**config.mk**
```make
export PLATFORM = sky130hd
export DESIGN_NAME = pipeline_alu
export DESIGN_NICKNAME = d
export VERILOG_FILES = /design/src/rtl/pipeline_alu_pkg.sv /design/src/rtl/pipe_slice.sv /design/src/rtl/pipeline_alu.sv
export SDC_FILE = /design/constraint.sdc
export NUM_CORES = 1
export LEC_CHECK = 0
export ABC_CLOCK_PERIOD_IN_PS = 2300
export CORE_MARGIN = 4
export CORE_UTILIZATION = 46
export DETAILED_ROUTE_END_ITERATION = 10
export GPL_ROUTABILITY_DRIVEN = 0
export PLACE_DENSITY = 0.74
export RECOVER_POWER = 100
export REMOVE_ABC_BUFFERS = 1
export SYNTH_ARGS = -nofsm -noshare
export SYNTH_HDL_FRONTEND = slang
export SYNTH_SLANG_ARGS = --single-unit
```
**constraint.sdc**
```tcl
create_clock -name clk -period 2.3 [get_ports clk]
set_input_delay 0.46 -clock clk [delete_from_list [all_inputs] [get_ports clk]]
set_output_delay 0.46 -clock clk [all_outputs]
set_load 0.02 [all_outputs]
```
**src/rtl/pipeline_alu_pkg.sv**
```systemverilog
// Shared definitions for pipeline_alu: final-combine op encoding and default width.
package pipeline_alu_pkg;

  localparam int unsigned DEFAULT_WIDTH = 5;

  typedef enum logic [1:0] {
    OP_AND  = 2'b00,
    OP_OR   = 2'b01,
    OP_XOR  = 2'b10,
    OP_PASS = 2'b11
  } alu_op_e;

endpackage

```
**src/rtl/pipe_slice.sv**
```systemverilog
// One pipeline stage: payload register plus valid bit, loading when empty or draining.
module pipe_slice #(
  parameter int unsigned W = 8
) (
  input  logic         clk,
  input  logic         rst_n,
  input  logic         i_valid,
  input  logic [W-1:0] i_data,
  input  logic         i_ready,
  output logic         o_valid,
  output logic [W-1:0] o_data,
  output logic         o_ready_c
);

  logic         r_valid;
  logic [W-1:0] r_data;

  assign o_ready_c = !r_valid || i_ready;
  assign o_valid   = r_valid;
  assign o_data    = r_data;

  always_ff @(posedge clk or negedge rst_n) begin
    if (!rst_n) begin
      r_valid <= 1'b0;
      r_data  <= '0;
    end else if (o_ready_c) begin
      r_valid <= i_valid;
      if (i_valid) r_data <= i_data;
    end
  end

endmodule

```
**src/rtl/pipeline_alu.sv**
```systemverilog
// 3-stage valid/ready ALU: s = combine((a+b)-(c+d), e, op) with borrow flag.
// Define PIPELINE_ALU_SAT_EN to clamp the difference to [0, 2^WIDTH-1] instead of wrapping.
module pipeline_alu
  import pipeline_alu_pkg::*;
#(
  parameter int unsigned WIDTH = DEFAULT_WIDTH
) (
  input  logic             clk,
  input  logic             reset,
  input  logic             in_valid,
  output logic             in_ready,
  input  logic [WIDTH-1:0] a,
  input  logic [WIDTH-1:0] b,
  input  logic [WIDTH-1:0] c,
  input  logic [WIDTH-1:0] d,
  input  logic [WIDTH-1:0] e,
  input  logic [1:0]       op,
  output logic             out_valid,
  input  logic             out_ready,
  output logic [WIDTH-1:0] s,
  output logic             borrow
);

  localparam int unsigned PW  = WIDTH + 1;
  localparam int unsigned DW  = WIDTH + 2;
  localparam int unsigned S1W = 2 * PW + WIDTH + 2;
  localparam int unsigned S2W = DW + 1 + WIDTH + 2;
  localparam int unsigned S3W = WIDTH + 1;

  logic [S1W-1:0]   w_s1_d, w_s1_q;
  logic [S2W-1:0]   w_s2_d, w_s2_q;
  logic [S3W-1:0]   w_s3_d, w_s3_q;
  logic             w_v1, w_v2, w_rdy2, w_rdy3;

  logic [PW-1:0]    w_p, w_q, w_p1, w_q1;
  logic [WIDTH-1:0] w_e1, w_e2;
  logic [1:0]       w_op1, w_op2;
  logic [DW-1:0]    w_diff_raw, w_diff, w_diff2;
  logic             w_borrow, w_borrow2;
  logic [WIDTH-1:0] w_trunc, w_res;
  logic             w_unused;

  // Stage 1: lossless partial sums
  assign w_p    = PW'(a) + PW'(b);
  assign w_q    = PW'(c) + PW'(d);
  assign w_s1_d = {w_p, w_q, e, op};

  pipe_slice #(.W(S1W)) u_s1 (
    .clk(clk), .rst_n(reset),
    .i_valid(in_valid), .i_data(w_s1_d), .i_ready(w_rdy2),
    .o_valid(w_v1), .o_data(w_s1_q), .o_ready_c(in_ready)
  );

  assign {w_p1, w_q1, w_e1, w_op1} = w_s1_q;

  // Stage 2: signed difference and borrow
  assign w_diff_raw = DW'(w_p1) - DW'(w_q1);
  assign w_borrow   = (w_p1 < w_q1);

`ifdef PIPELINE_ALU_SAT_EN
  localparam logic [DW-1:0] MAXV = {2'b00, {WIDTH{1'b1}}};

  always_comb begin
    w_diff = w_diff_raw;
    if (w_borrow)                w_diff = '0;
    else if (w_diff_raw > MAXV)  w_diff = MAXV;
  end
`else
  assign w_diff = w_diff_raw;
`endif

  assign w_s2_d = {w_diff, w_borrow, w_e1, w_op1};

  pipe_slice #(.W(S2W)) u_s2 (
    .clk(clk), .rst_n(reset),
    .i_valid(w_v1), .i_data(w_s2_d), .i_ready(w_rdy3),
    .o_valid(w_v2), .o_data(w_s2_q), .o_ready_c(w_rdy2)
  );

  assign {w_diff2, w_borrow2, w_e2, w_op2} = w_s2_q;

  // Stage 3: truncate to WIDTH and apply the final combine
  assign w_trunc  = w_diff2[WIDTH-1:0];
  assign w_unused = ^w_diff2[DW-1:WIDTH];

  always_comb begin
    w_res = w_trunc;
    case (alu_op_e'(w_op2))
      OP_AND:  w_res = w_trunc & w_e2;
      OP_OR:   w_res = w_trunc | w_e2;
      OP_XOR:  w_res = w_trunc ^ w_e2;
      OP_PASS: w_res = w_trunc;
      default: w_res = w_trunc;
    endcase
  end

  assign w_s3_d = {w_borrow2, w_res};

  pipe_slice #(.W(S3W)) u_s3 (
    .clk(clk), .rst_n(reset),
    .i_valid(w_v2), .i_data(w_s3_d), .i_ready(out_ready),
    .o_valid(out_valid), .o_data(w_s3_q), .o_ready_c(w_rdy3)
  );

  assign {borrow, s} = w_s3_q;

endmodule
```
==> impl_metrics.env, run 1 <==
export IMPL_dp_hpwl_mm=2.91
export IMPL_skew_ns=0.00698
export IMPL_diodes=0
export IMPL_design_area_mm2=0.00286
export IMPL_grt_pass1_vias=1469
export IMPL_synth_ff_latch_count=41
export IMPL_worstMarginPinSlew_ns=0.962
export IMPL_fin_hold_ws_ns=0.394
export IMPL_grt_overflow=0
export IMPL_start_kind="primary input"
export IMPL_clockBufferDepth=2
export IMPL_cp_arrival_ns=1.69
export IMPL_first_iter_violations=79
export IMPL_placed_cell_area_mm2=0.00276
export IMPL_leakagePower_nw=1.31
export IMPL_nNetsFinal=297
export IMPL_die_w_um=78.7
export IMPL_rsz0062_at_grt="false"
export IMPL_switchingPower_mw=0.788
export IMPL_p_int_mw=1.80
export IMPL_fill_cells=397
export IMPL_num_rows=25
export IMPL_endpoint="in_ready"
export IMPL_ctsResizeCount=0
export IMPL_wire_per_inst_um=12.2
export IMPL_cts_root_buf="clkbuf_8"
export IMPL_post_route_drc_count=0
export IMPL_hold_path_class="primary input to asynchronous set/reset pin"
export IMPL_io_buffers=38
export IMPL_max_cap_viol_count=0
export IMPL_area_growth_synth_to_final_pct=24.2
export IMPL_routed_via_density=4.93
export IMPL_grt_pass1_wl_mm=6.69
export IMPL_num_vias=1503
export IMPL_met3_length_um=167
export IMPL_numClockSinks=41
export IMPL_fp_dieH_um=78.7
export IMPL_tns_ns=0
export IMPL_core_mm2=0.00479
export IMPL_synthesis_area_mm2=0.00230
export IMPL_post_cts_setup_buffers=0
export IMPL_multi_input_area_mm2=0.00116
export IMPL_synth_distinct_cells=24
export IMPL_drive_gt1_frac=0.176
export IMPL_crit_required_ns=1.84
export IMPL_io_pins=39
export IMPL_seq_power_share=0.414
export IMPL_dr_pass1_iters=4
export IMPL_seqCellArea_mm2=0.00103
export IMPL_crit_path_max_fanout=3
export IMPL_die_area_mm2=0.00620
export IMPL_reg2reg_depth=8
export IMPL_syn_avg_cell_area_um2=11.9
export IMPL_p_per_area_mw_per_mm2=904
export IMPL_status="finished, final reports clean"
export IMPL_grt_max_degree=42
export IMPL_r2r_start="u_s1.o_data[13]$_DFFE_PN0P_"
export IMPL_cts_made_buffers=5
export IMPL_ant_nets=0
export IMPL_relSlewSlack=0.359
export IMPL_fin_crit_sh=0.935
export IMPL_fin_crit_ns=2.15
export IMPL_path_class="primary input to output pin"
export IMPL_routed_wl_mm=3.71
export IMPL_htree_num_levels=2
export IMPL_antenna_found_initial=0
export IMPL_end_kind="output pin"
export IMPL_power_share_clock=0.229
export IMPL_r2r_setup_slack_ns=0.50
export IMPL_hold_buffers=0
export IMPL_fmax_mhz=465
export IMPL_wl_met2_mm=1.90
export IMPL_cts_tree="yes"
export IMPL_top_layer="met4"
export IMPL_hold_viol=0
export IMPL_yosysWarningCount=0
export IMPL_path_clk_slew_ns=0.08
export IMPL_grt_use_total=0.138
export IMPL_p_comb_frac=0.357
export IMPL_initial_core_util=0.481
export IMPL_slew_viol_final=0
export IMPL_setup_viol=0
export IMPL_sw_frac_of_total=0.305
export IMPL_ir_drop_v=0.000444
export IMPL_reg2reg_to="u_s2.o_data[7]$_DFFE_PN0P_"
export IMPL_yosysSeqAreaShare=0.446
export IMPL_clk_latency_ns=0.29
export IMPL_startpoint="out_ready"
export IMPL_synth_cells=193
export IMPL_met1Wirelength_mm=1.60
-- worst max-delay path, cell delays in order --
cell,delay (ns)
clkdlybuf4s50_1,0.49
nand4b_2,0.14
clkdlybuf4s50_1,0.61
-- flip-flops by register name (all words and copies together) (netlist names) --
register and cells:
u_s1.o_data 19, u_s1.o_valid 1, u_s2.o_data 13, u_s2.o_valid 1, u_s3.o_data 6, u_s3.o_valid 1
-- metrics by stage --
| step | setup slack [ns] | util | power (mW) | cells |
|---|---|---|---|---|
| after floorplan | 0.583 | - | 1.71 | 189 |
| after global placement | 0.0909 | 0.578 | 2.00 | 297 |
| after detailed placement | 0.0336 | 0.578 | 2.05 | 297 |
| after CTS | 0.136 | 0.603 | 2.66 | 305 |
| after global routing | 0.0694 | 0.598 | 2.81 | 305 |
| final | 0.149 | 0.598 | 2.58 | 305 |
-- synthesized netlist by cell type --
cell type / instances / area (um^2)
a21o_1: 2 / 15.0
mux4_2: 5 / 113
o31ai_1: 3 / 22.5
nand2_2: 2 / 12.5
fa_1: 3 / 60.1
nor3b_1: 3 / 22.5
nand2_1: 10 / 37.5
nand2b_1: 4 / 25.0
nor2_1: 14 / 52.6
buf_6: 2 / 22.5
nand3b_1: 1 / 7.51
ha_1: 26 / 325
buf_2: 2 / 10.0
xor2_1: 4 / 35.0
a21oi_1: 7 / 35.0
a211oi_1: 3 / 22.5
dfrtp_1: 41 / 1030
o21ai_0: 9 / 45.0
a22oi_1: 1 / 7.51
inv_1: 22 / 82.6
nand4b_2: 1 / 15.0
a22o_1: 1 / 8.76
mux2_2: 25 / 282
xnor2_1: 2 / 17.5
-- power groups by stage --
stage | Sequential [mW] | Clock [mW] | Combinational [mW]
3_5_place_dp | 1.09 | 0 | 0.960
3_3_place_gp | 1.08 | 0 | 0.919
5_1_grt | 1.11 | 0.651 | 1.05
6_report | 1.07 | 0.592 | 0.923
4_1_cts | 1.08 | 0.614 | 0.967
2_1_floorplan | 1.12 | 0 | 0.589
-- layout make-up --
class                           instances  share of cell area
Timing Repair Buffer                   41               0.137
Clock inverter                          2              0.0131
Multi-Input combinational cell        126               0.404
Tap cell                               67              0.0293
Sequential cell                        41               0.359
Clock buffer                            6              0.0289
Inverter                               22              0.0289
-- worst min path at each step --
stage	end	slack [ns]	depth (start not counted)
6_report	u_s3.o_data[0]$_DFFE_PN0P_	0.39	2
4_1_cts	u_s3.o_data[0]$_DFFE_PN0P_	0.13	2
2_1_floorplan	u_s1.o_data[0]$_DFFE_PN0P_	0.16	0
3_3_place_gp	u_s3.o_data[0]$_DFFE_PN0P_	0.45	2
3_5_place_dp	u_s3.o_data[0]$_DFFE_PN0P_	0.45	2
5_1_grt	u_s3.o_data[0]$_DFFE_PN0P_	0.50	2
-- cells in the final DEF (no fill, tap or decap), drive strengths merged, types with 4 or more instances in the layout --
master | netlist | routed
mux2 | 25 | 25
dlygate4sd3 | 0 | 9
xor2 | 4 | 4
ha | 26 | 26
nand2 | 12 | 12
nor2 | 14 | 14
inv | 22 | 22
dfrtp | 41 | 41
mux4 | 5 | 5
a21oi | 7 | 7
clkdlybuf4s50 | 0 | 28
o21ai | 9 | 9
nand2b | 4 | 4
clkbuf | 0 | 8
-- metal layers --
metal | track usage | up-vias
met5 | 0 | -
met4 | 0.0524 | 0
met3 | 0.0363 | 4
met2 | 0.228 | 30
met1 | 0.175 | 718
li1 | - | 751
-- cells by family (layout without fill, tap and decap cells) --
| group | after synthesis | count (layout) | share of synthesized area |
|---|---|---|---|
| XOR/XNOR | 6 | 6 | 0.0228 |
| adder cells (fa/ha/maj) | 29 | 29 | 0.167 |
| AND/OR/NAND/NOR | 35 | 35 | 0.0750 |
| AO/OA/AOI/OAI | 26 | 26 | 0.0679 |
| flip-flops | 41 | 41 | 0.446 |
| buffers and inverters | 26 | 71 | 0.0500 |
| multiplexers | 30 | 30 | 0.171 |
Note: power is estimated with default switching activity, not from simulation.
==> inputs of run 2 (changes only) <==
--- a/config.mk
+++ b/config.mk
@@ -8,6 +8,7 @@
 export ABC_CLOCK_PERIOD_IN_PS = 2300
 export CORE_MARGIN = 4
 export CORE_UTILIZATION = 46
+export CTS_CLUSTER_DIAMETER = 100
 export DETAILED_ROUTE_END_ITERATION = 10
 export GPL_ROUTABILITY_DRIVEN = 0
 export PLACE_DENSITY = 0.74
==> results of run 2 <==
The final DEF is identical to that of run 1; final timing and power are the same.
